`src/rtl/fetch_queue_pkg.sv`:
```
// Shared types and constants for the instruction prefetch queue.
package fetch_queue_pkg;
  localparam int PC_WIDTH    = 32;
  localparam int INSTR_WIDTH = 32;
  localparam logic [PC_WIDTH-1:0]    PC_STEP   = 32'd4;
  localparam logic [INSTR_WIDTH-1:0] INSTR_NOP = 32'h0000_0000;

  typedef struct packed {
    logic [PC_WIDTH-1:0]    pc;
    logic [INSTR_WIDTH-1:0] instr;
  } fq_entry_t;
endpackage

```
`src/rtl/fetch_queue_storage.sv`:
```
// DEPTH x {pc, instr} register file: one synchronous write port, one asynchronous read port.
module fetch_queue_storage
  import fetch_queue_pkg::*;
#(
  parameter int DEPTH = 4,
  localparam int PW   = $clog2(DEPTH)
) (
  input  logic            Clock,
  input  logic            we,
  input  logic [PW-1:0]   waddr,
  input  fq_entry_t       wdata,
  input  logic [PW-1:0]   raddr,
  output fq_entry_t       rdata
);
  // Contents are meaningless until written, so the array carries no reset.
  fq_entry_t [DEPTH-1:0] mem;

  always_ff @(posedge Clock) begin
    if (we) mem[waddr] <= wdata;
  end

  assign rdata = mem[raddr];
endmodule

```
`src/rtl/fetch_queue.sv`:
```
// Prefetch FIFO between instruction fetch and decode with flush and full back-pressure.
module fetch_queue
  import fetch_queue_pkg::*;
#(
  parameter int DEPTH = 4,
  localparam int PW   = $clog2(DEPTH),
  localparam int CW   = $clog2(DEPTH + 1)
) (
  input  logic                   Clock,
  input  logic                   Reset,
  input  logic                   FetchValid,
  input  logic [PC_WIDTH-1:0]    FetchPC,
  input  logic [INSTR_WIDTH-1:0] FetchInstr,
  output logic                   FetchReady,
  input  logic                   Flush,
  output logic                   DecValid,
  output logic [PC_WIDTH-1:0]    DecPC,
  output logic [PC_WIDTH-1:0]    DecPCPlus4,
  output logic [INSTR_WIDTH-1:0] DecInstr,
  input  logic                   DecReady,
  output logic [CW-1:0]          Count
);
  logic [PW-1:0] wptr, rptr;
  logic          push, pop;
  fq_entry_t     wdata, head;

  // Readiness depends only on state, never on DecReady, so a full queue
  // refuses a push even while decode is popping.
  assign FetchReady = Reset & (Count < CW'(DEPTH));
  assign DecValid   = (Count != '0);
  assign push       = FetchValid & FetchReady & ~Flush;
  assign pop        = DecValid & DecReady & ~Flush;
  assign wdata      = '{pc: FetchPC, instr: FetchInstr};

  fetch_queue_storage #(.DEPTH(DEPTH)) u_storage (
    .Clock (Clock),
    .we    (push),
    .waddr (wptr),
    .wdata (wdata),
    .raddr (rptr),
    .rdata (head)
  );

  always_ff @(posedge Clock or negedge Reset) begin
    if (!Reset) begin
      wptr  <= '0;
      rptr  <= '0;
      Count <= '0;
    end else if (Flush) begin
      wptr  <= '0;
      rptr  <= '0;
      Count <= '0;
    end else begin
      if (push) wptr <= wptr + PW'(1);
      if (pop)  rptr <= rptr + PW'(1);
      case ({push, pop})
        2'b10:   Count <= Count + CW'(1);
        2'b01:   Count <= Count - CW'(1);
        default: Count <= Count;
      endcase
    end
  end

  // Empty queue presents a NOP bubble with zeroed addresses.
  assign DecPC      = DecValid ? head.pc           : '0;
  assign DecPCPlus4 = DecValid ? head.pc + PC_STEP : '0;
  assign DecInstr   = DecValid ? head.instr        : INSTR_NOP;
endmodule
```
`config.mk`:
```
export PLATFORM = sky130hd
export DESIGN_NAME = fetch_queue
export DESIGN_NICKNAME = d
export VERILOG_FILES = /design/src/rtl/fetch_queue_pkg.sv /design/src/rtl/fetch_queue_storage.sv /design/src/rtl/fetch_queue.sv
export SDC_FILE = /design/constraint.sdc
export NUM_CORES = 1
export LEC_CHECK = 0
export CAP_MARGIN = 20
export CELL_PAD_IN_SITES_DETAIL_PLACEMENT = 0
export CELL_PAD_IN_SITES_GLOBAL_PLACEMENT = 2
export CORE_ASPECT_RATIO = 1.5
export CORE_MARGIN = 1.5
export CORE_UTILIZATION = 36
export CTS_CLUSTER_SIZE = 12
export DETAILED_ROUTE_END_ITERATION = 8
export PLACE_DENSITY = 0.84
export SLEW_MARGIN = 20
export SYNTH_ARGS = -nofsm -noshare
export SYNTH_HDL_FRONTEND = slang
export SYNTH_HIERARCHICAL = 1
export SYNTH_SLANG_ARGS = --single-unit
export TNS_END_PERCENT = 50
```
`constraint.sdc`:
```
create_clock -name Clock -period 6.6 [get_ports Clock]
set_input_delay 1.32 -clock Clock [delete_from_list [all_inputs] [get_ports Clock]]
set_output_delay 1.32 -clock Clock [all_outputs]
set_load 0.02 [all_outputs]
```
==> flow_summary.json, run 1 <==
{
  "finalSetupViolCount": 0,
  "synth.top_cell.area_share_pct": 70.65,
  "p_int_mw": 3.805,
  "synth_xor_area_share_pct": 1.207,
  "r2r-start": "Count[2]$_DFFE_PN0P_",
  "rr_worst_depth": 4,
  "n_fill_cell": 2544,
  "hold_violations": 0,
  "ys_top_cells_by_area": "edfxtp_1 (71%), mux4_2 (12%), and2_1 (3.5%)",
  "seq_area_frac_synth_pct": 72.25,
  "antenna-diode-count": 0,
  "syn_nets": 640,
  "p_clk_share_pct": 22.8,
  "cts_tree": "done",
  "core_um2": 29580,
  "top_layer_used": "met5",
  "fp.dieW_um": 145.0,
  "min-delay-start": "Count[2]$_DFFE_PN0P_",
  "clock_skew_ns": 0.01183,
  "ir_worst_vdd_mv": 0.2594,
  "ys_ff_latch": 263,
  "wl_um": 23330,
  "sw_frac_of_total_pct": 33.52,
  "yosysWarnings": 6,
  "synthMuxAreaShare_pct": 14.41,
  "synth_area_um2": 10880,
  "synth-compound-area-share_pct": 1.012,
  "area_growth_syn_to_layout_pct": 25.35,
  "drc": 0,
  "wl_met3_um": 1148,
  "synth_simple_gate_area_share_pct": 8.336,
  "antenna_found_initial": 1,
  "cts_buffer_depth": 3,
  "synth_commonest_cells": "edfxtp_1 (256), and2_1 (61), mux4_2 (60)",
  "ctsHoldBuffers": 0,
  "crit_required_ns": 5.28,
  "clkTransAtPathRegs_ns": 0.06,
  "start_util_pct": 36.79,
  "drt_iter0_markers": 326,
  "dieHeight_um": 215.9,
  "grt_pass1_wl_um": 36320,
  "post-dp-hpwl_um": 14770,
  "worst_ep_arrival_time_ns": 4.30,
  "synth_top_family_by_area": "multiplexers",
  "fmax_mhz": 177.8,
  "wl_per_cell_um": 20.41,
  "worstSetupStartpointType": "register",
  "grt_max_degree": 65,
  "cts_buffers": 26,
  "portBuffers": 169,
  "synthMostInstantiatedCell": "edfxtp_1",
  "io_pins": 170,
  "synthFlopType": "edfxtp_1",
  "clk_latency_ns": 0.52,
  "synth.avg_cell_area_um2": 19.12,
  "met2_length_um": 12850,
  "ff_latch_area_um2": 7870,
  "ff2ff_setup_slack_ns": 3.74,
  "vias_per_cell": 4.946,
  "htree_levels": 1,
  "synth-edff-count": 256,
  "grt_pass1_vias": 6285,
  "cts_root_buf": "clkbuf_16",
  "grtUsageTotal_pct": 15.10,
  "timing.final.crit_share_pct": 85.20,
  "grt.overflow.total": 0,
  "num_vias": 5653,
  "critPathCaptureType": "output pin",
  "async_flop_share_pct": 2.662,
  "synth_top_cell_by_area": "edfxtp_1",
  "multi_input_area_um2": 2773,
  "post_cts_resized": 0,
  "m1WireLength_um": 8971,
  "hold_path.class": "reg -> reg",
  "dpl_cell_area_um2": 12910,
  "drtAntennaViolNets": 0,
  "die-area_um2": 31300,
  "fp-row-count": 77,
  "rsz0062_at_grt": "no",
  "first_pass_iters": 4,
  "synthAdderAreaFrac_pct": 0.2990,
  "post_cts_buffers": 0,
  "min_period_ns": 5.623,
  "clkSinkCount": 263,
  "cap_violations": 0,
  "power.density_nw_per_um2": 419.5,
  "fin_setup_tns_ns": 0,
  "routabilityCongestion": 0.7087,
  "min_to": "Count[2]$_DFFE_PN0P_",
  "drv_slew": 0,
  "ys_types": 42,
  "syn-instance-count": 569,
  "layout.nets": 814,
  "p_comb_share_pct": 42.3,
  "crit_type": "reg -> out",
  "outcome": "complete, no violations",
  "drive_gt1_share_pct": 16.18,
  "relSlewSlack_pct": 29.53,
  "leakage_nw": 4.271,
  "holdPathStages": 1,
  "tightest_slew_ns": 1.057,
  "power.switching_mw": 1.918,
  "fin_area_um2": 13640,
  "crit_fanout": 32,
  "rr_endpoint": "u_storage/mem[180]$_DFFE_PP_",
  "seqPwrFrac_pct": 34.8
}
==> critical path, stage by stage (launching register included) <==
cell and delay, ns:
dfrtp_4 0.86, buf_4 0.50, mux4_1 0.41, nand3_2 0.13, or4_4 0.55, nor4_2 0.39
mux2_2 0.38, clkdlybuf4s50_1 0.54
==> cells by family after synthesis <==
group	count (synthesis)
buffers and inverters	38
muxes	74
and+or+nand+nor	157
DFF	263
AOI/OAI and AO/OA	20
adders and majority gates	2
xor gates and xnor gates	15
==> layout by cell type, fill, tap and decap left out, types with 3 or more instances in the layout <==
master,netlist,layout
dfrtp_1,7,5
a21oi_1,9,9
or3_1,10,10
clkdlybuf4s50_1,0,169
nand4_1,4,4
mux2_2,9,9
xor2_1,10,10
nor3_1,10,10
nand3_1,9,9
mux4_2,60,60
nor2_1,32,32
and4_1,3,3
clkbuf_16,0,27
buf_4,3,8
and2_1,61,61
o21ai_0,9,9
nand2_1,10,10
mux4_1,4,4
xnor2_1,5,5
edfxtp_1,256,256
inv_1,6,6
==> final cells by class <==
cell class | instances | area share, %
clock buffer | 29 | 5.008
inverter | 7 | 0.1926
clock inverter | 4 | 0.3119
multi-input combinational | 268 | 20.33
sequential | 263 | 57.70
tap | 395 | 3.623
timing repair buffer | 177 | 12.84
==> power groups by stage <==
| stage | combinational [mW] | clock [mW] | sequential [mW] |
|---|---|---|---|
| after global routing | 2.58 | 1.41 | 2.01 |
| after CTS | 2.48 | 1.35 | 2.00 |
| after global placement | 2.47 | 0 | 2.03 |
| final | 2.42 | 1.31 | 1.99 |
| after floorplan | 1.52 | 0 | 1.96 |
| after detailed placement | 2.46 | 0 | 2.04 |
==> per-stage QoR <==
stage	cells	hold slack (ns)	util [%]	worst slack [ns]	total power [mW]
after floorplan	569	0.5037	-	1.702	3.483
after global placement	1110	0.6460	43.67	1.394	4.503
after detailed placement	1110	0.6593	43.67	1.377	4.498
after CTS	1143	0.6644	46.12	0.8019	5.830
after global routing	1143	0.6943	46.12	0.6555	6.010
final	1143	0.6572	46.12	0.9770	5.723
==> per-layer routing <==
metal	vias to the layer above	track usage [%]
met4	2	3.368
li1	2593	-
met1	2874	17.70
met3	27	2.537
met5	-	0
met2	157	28.63
==> worst max-delay path by stage <==
stage,from,endpoint,slack [ns],cells after the start
floorplan,FetchValid,u_storage/mem[0]$_DFFE_PP_,1.70,4
global placement,rptr[0]$_DFFE_PN0P_,DecPCPlus4[30],1.39,7
detailed placement,rptr[0]$_DFFE_PN0P_,DecPCPlus4[31],1.38,7
CTS,rptr[0]$_DFFE_PN0P_,DecPCPlus4[31],0.80,7
global route,rptr[0]$_DFFE_PN0P_,DecPCPlus4[31],0.66,7
finish,rptr[0]$_DFFE_PN0P_,DecPCPlus4[31],0.98,7
==> state kept, by name, indices dropped and copies added, names as in the netlist <==
register and cells:
u_storage/mem 256, Count 3, wptr 2, rptr 2
(Power assumes the default switching activity.)
==> run 2, diff against run 1 <==
- MAX_ROUTING_LAYER: default -> met4
==> flow_summary.json, run 2 (same netlist as run 1, synthesis figures left out) <==
{
  "outcome": "complete, no violations",
  "ff2ff_setup_slack_ns": 3.75,
  "leakage_nw": 4.271,
  "core_um2": 29580,
  "layout.nets": 814,
  "fmax_mhz": 177.9,
  "fin_setup_tns_ns": 0,
  "rr_worst_depth": 4,
  "critPathCaptureType": "output pin",
  "worst_ep_arrival_time_ns": 4.30,
  "fp-row-count": 77,
  "clkTransAtPathRegs_ns": 0.06,
  "top_register": "u_storage/mem",
  "crit_required_ns": 5.28,
  "htree_levels": 1,
  "min_to": "Count[2]$_DFFE_PN0P_",
  "drt_iter0_markers": 314,
  "grtUsageTotal_pct": 15.57,
  "finalSetupViolCount": 0,
  "tightest_slew_ns": 1.055,
  "crit_fanout": 32,
  "area_growth_syn_to_layout_pct": 25.38,
  "antenna_found_initial": 1,
  "cts_buffers": 26,
  "die-area_um2": 31300,
  "timing.final.crit_share_pct": 85.16,
  "drv_slew": 0,
  "start_util_pct": 36.79,
  "routabilityCongestion": 0.7167,
  "met3_usage_pct": 2.368,
  "relSlewSlack_pct": 29.68,
  "vias_per_cell": 4.934,
  "drtAntennaViolNets": 0,
  "top_regs": "u_storage/mem x256, Count x3",
  "rr_endpoint": "u_storage/mem[180]$_DFFE_PP_",
  "final_util_pct": 46.13,
  "n_fill_cell": 2543,
  "final_cell_mix": "edfxtp_1 (256), clkdlybuf4s50_1 (169), and2_1 (61)",
  "grt_util_met2_pct": 28.61,
  "grt_pass1_vias": 6280,
  "holdPathStages": 1,
  "grt_max_degree": 65,
  "multi_input_area_um2": 2773,
  "post_cts_resized": 0,
  "fp.dieW_um": 145.0,
  "r2r-start": "Count[2]$_DFFE_PN0P_",
  "wl_per_cell_um": 20.34,
  "min_period_ns": 5.621,
  "ff_latch_area_um2": 7870,
  "cts_buffer_depth": 3,
  "grt.busiest_layer": "met2",
  "power.density_nw_per_um2": 419.2,
  "worstSetupStartpointType": "register",
  "post_cts_buffers": 0,
  "ctsHoldBuffers": 0,
  "hold_violations": 0,
  "portBuffers": 169,
  "drive_gt1_share_pct": 16.18,
  "largest_reg_flops": 256,
  "clkSinkCount": 263,
  "cap_violations": 0,
  "io_pins": 170,
  "grt.overflow.total": 0,
  "rsz0062_at_grt": "no",
  "drc": 0,
  "ir_worst_vdd_mv": 0.2604,
  "cts_tree": "done",
  "grt_pass1_wl_um": 36330,
  "crit_type": "reg -> out",
  "wl_um": 23270,
  "hold_ws_ns": 0.6579,
  "use_met1_pct": 17.86,
  "clk_latency_ns": 0.51,
  "min-delay-start": "Count[2]$_DFFE_PN0P_",
  "clock_skew_ns": 0.01234,
  "first_pass_iters": 4,
  "cts_root_buf": "clkbuf_16",
  "post-dp-hpwl_um": 14770,
  "num_vias": 5645,
  "mostFrequentLayoutCell": "edfxtp_1",
  "hold_path.class": "reg -> reg",
  "dieHeight_um": 215.9
}
## run 2: layout make-up
type,count,share of cell area [%]
flip-flops and latches,263,57.69
multi-input cells,268,20.32
repair buffers,177,12.84
clock buffers,29,5.007
well taps,395,3.623
clock inverters,4,0.3118
inverters,7,0.1926
diodes,1,0.01834
## run 2: worst max path at each step
stage	startpoint	endpoint
floorplan	FetchValid	u_storage/mem[0]$_DFFE_PP_
global placement	rptr[0]$_DFFE_PN0P_	DecPCPlus4[30]
detailed placement	rptr[0]$_DFFE_PN0P_	DecPCPlus4[31]
CTS	rptr[0]$_DFFE_PN0P_	DecPCPlus4[31]
global route	rptr[0]$_DFFE_PN0P_	DecPCPlus4[31]
finish	rptr[0]$_DFFE_PN0P_	DecPCPlus4[31]
## run 2: metal layers
| metal | wire [µm] | part of all wire, % | vias to the layer above |
|---|---|---|---|
| met5 | 0 | 0 | - |
| met4 | 310 | 1.3 | 0 |
| met3 | 1091 | 4.7 | 28 |
| met2 | 12800 | 55 | 153 |
| met1 | 9069 | 39 | 2869 |
| li1 | - | - | 2595 |
## run 2: critical path, cell delays in order, from the launching register on
cell             delay (ns)
dfrtp_4                0.86
buf_4                  0.50
mux4_1                 0.41
nand3_2                0.13
or4_4                  0.55
nor4_2                 0.39
mux2_2                 0.38
clkdlybuf4s50_1        0.54
## run 2: stage by stage
| step | setup slack [ns] | instance area (µm²) | total power, mW | cells |
|---|---|---|---|---|
| CTS | 0.8019 | 13640 | 5.830 | 1143 |
| global route | 0.6555 | 13640 | 6.011 | 1144 |
| finish | 0.9793 | 13640 | 5.720 | 1144 |
| floorplan | 1.702 | 10890 | 3.483 | 569 |
| global placement | 1.394 | 12910 | 4.503 | 1110 |
| detailed placement | 1.377 | 12910 | 4.498 | 1110 |
## run 2: power by group
part / internal (mW) / total (mW) / leakage (nW) / switching, mW
logic: 1.16 / 2.42 / 1.51 / 1.26
clock network: 0.761 / 1.31 / 0.356 / 0.545
registers: 1.89 / 1.99 / 2.40 / 0.107
total: 3.80 / 5.72 / 4.27 / 1.92
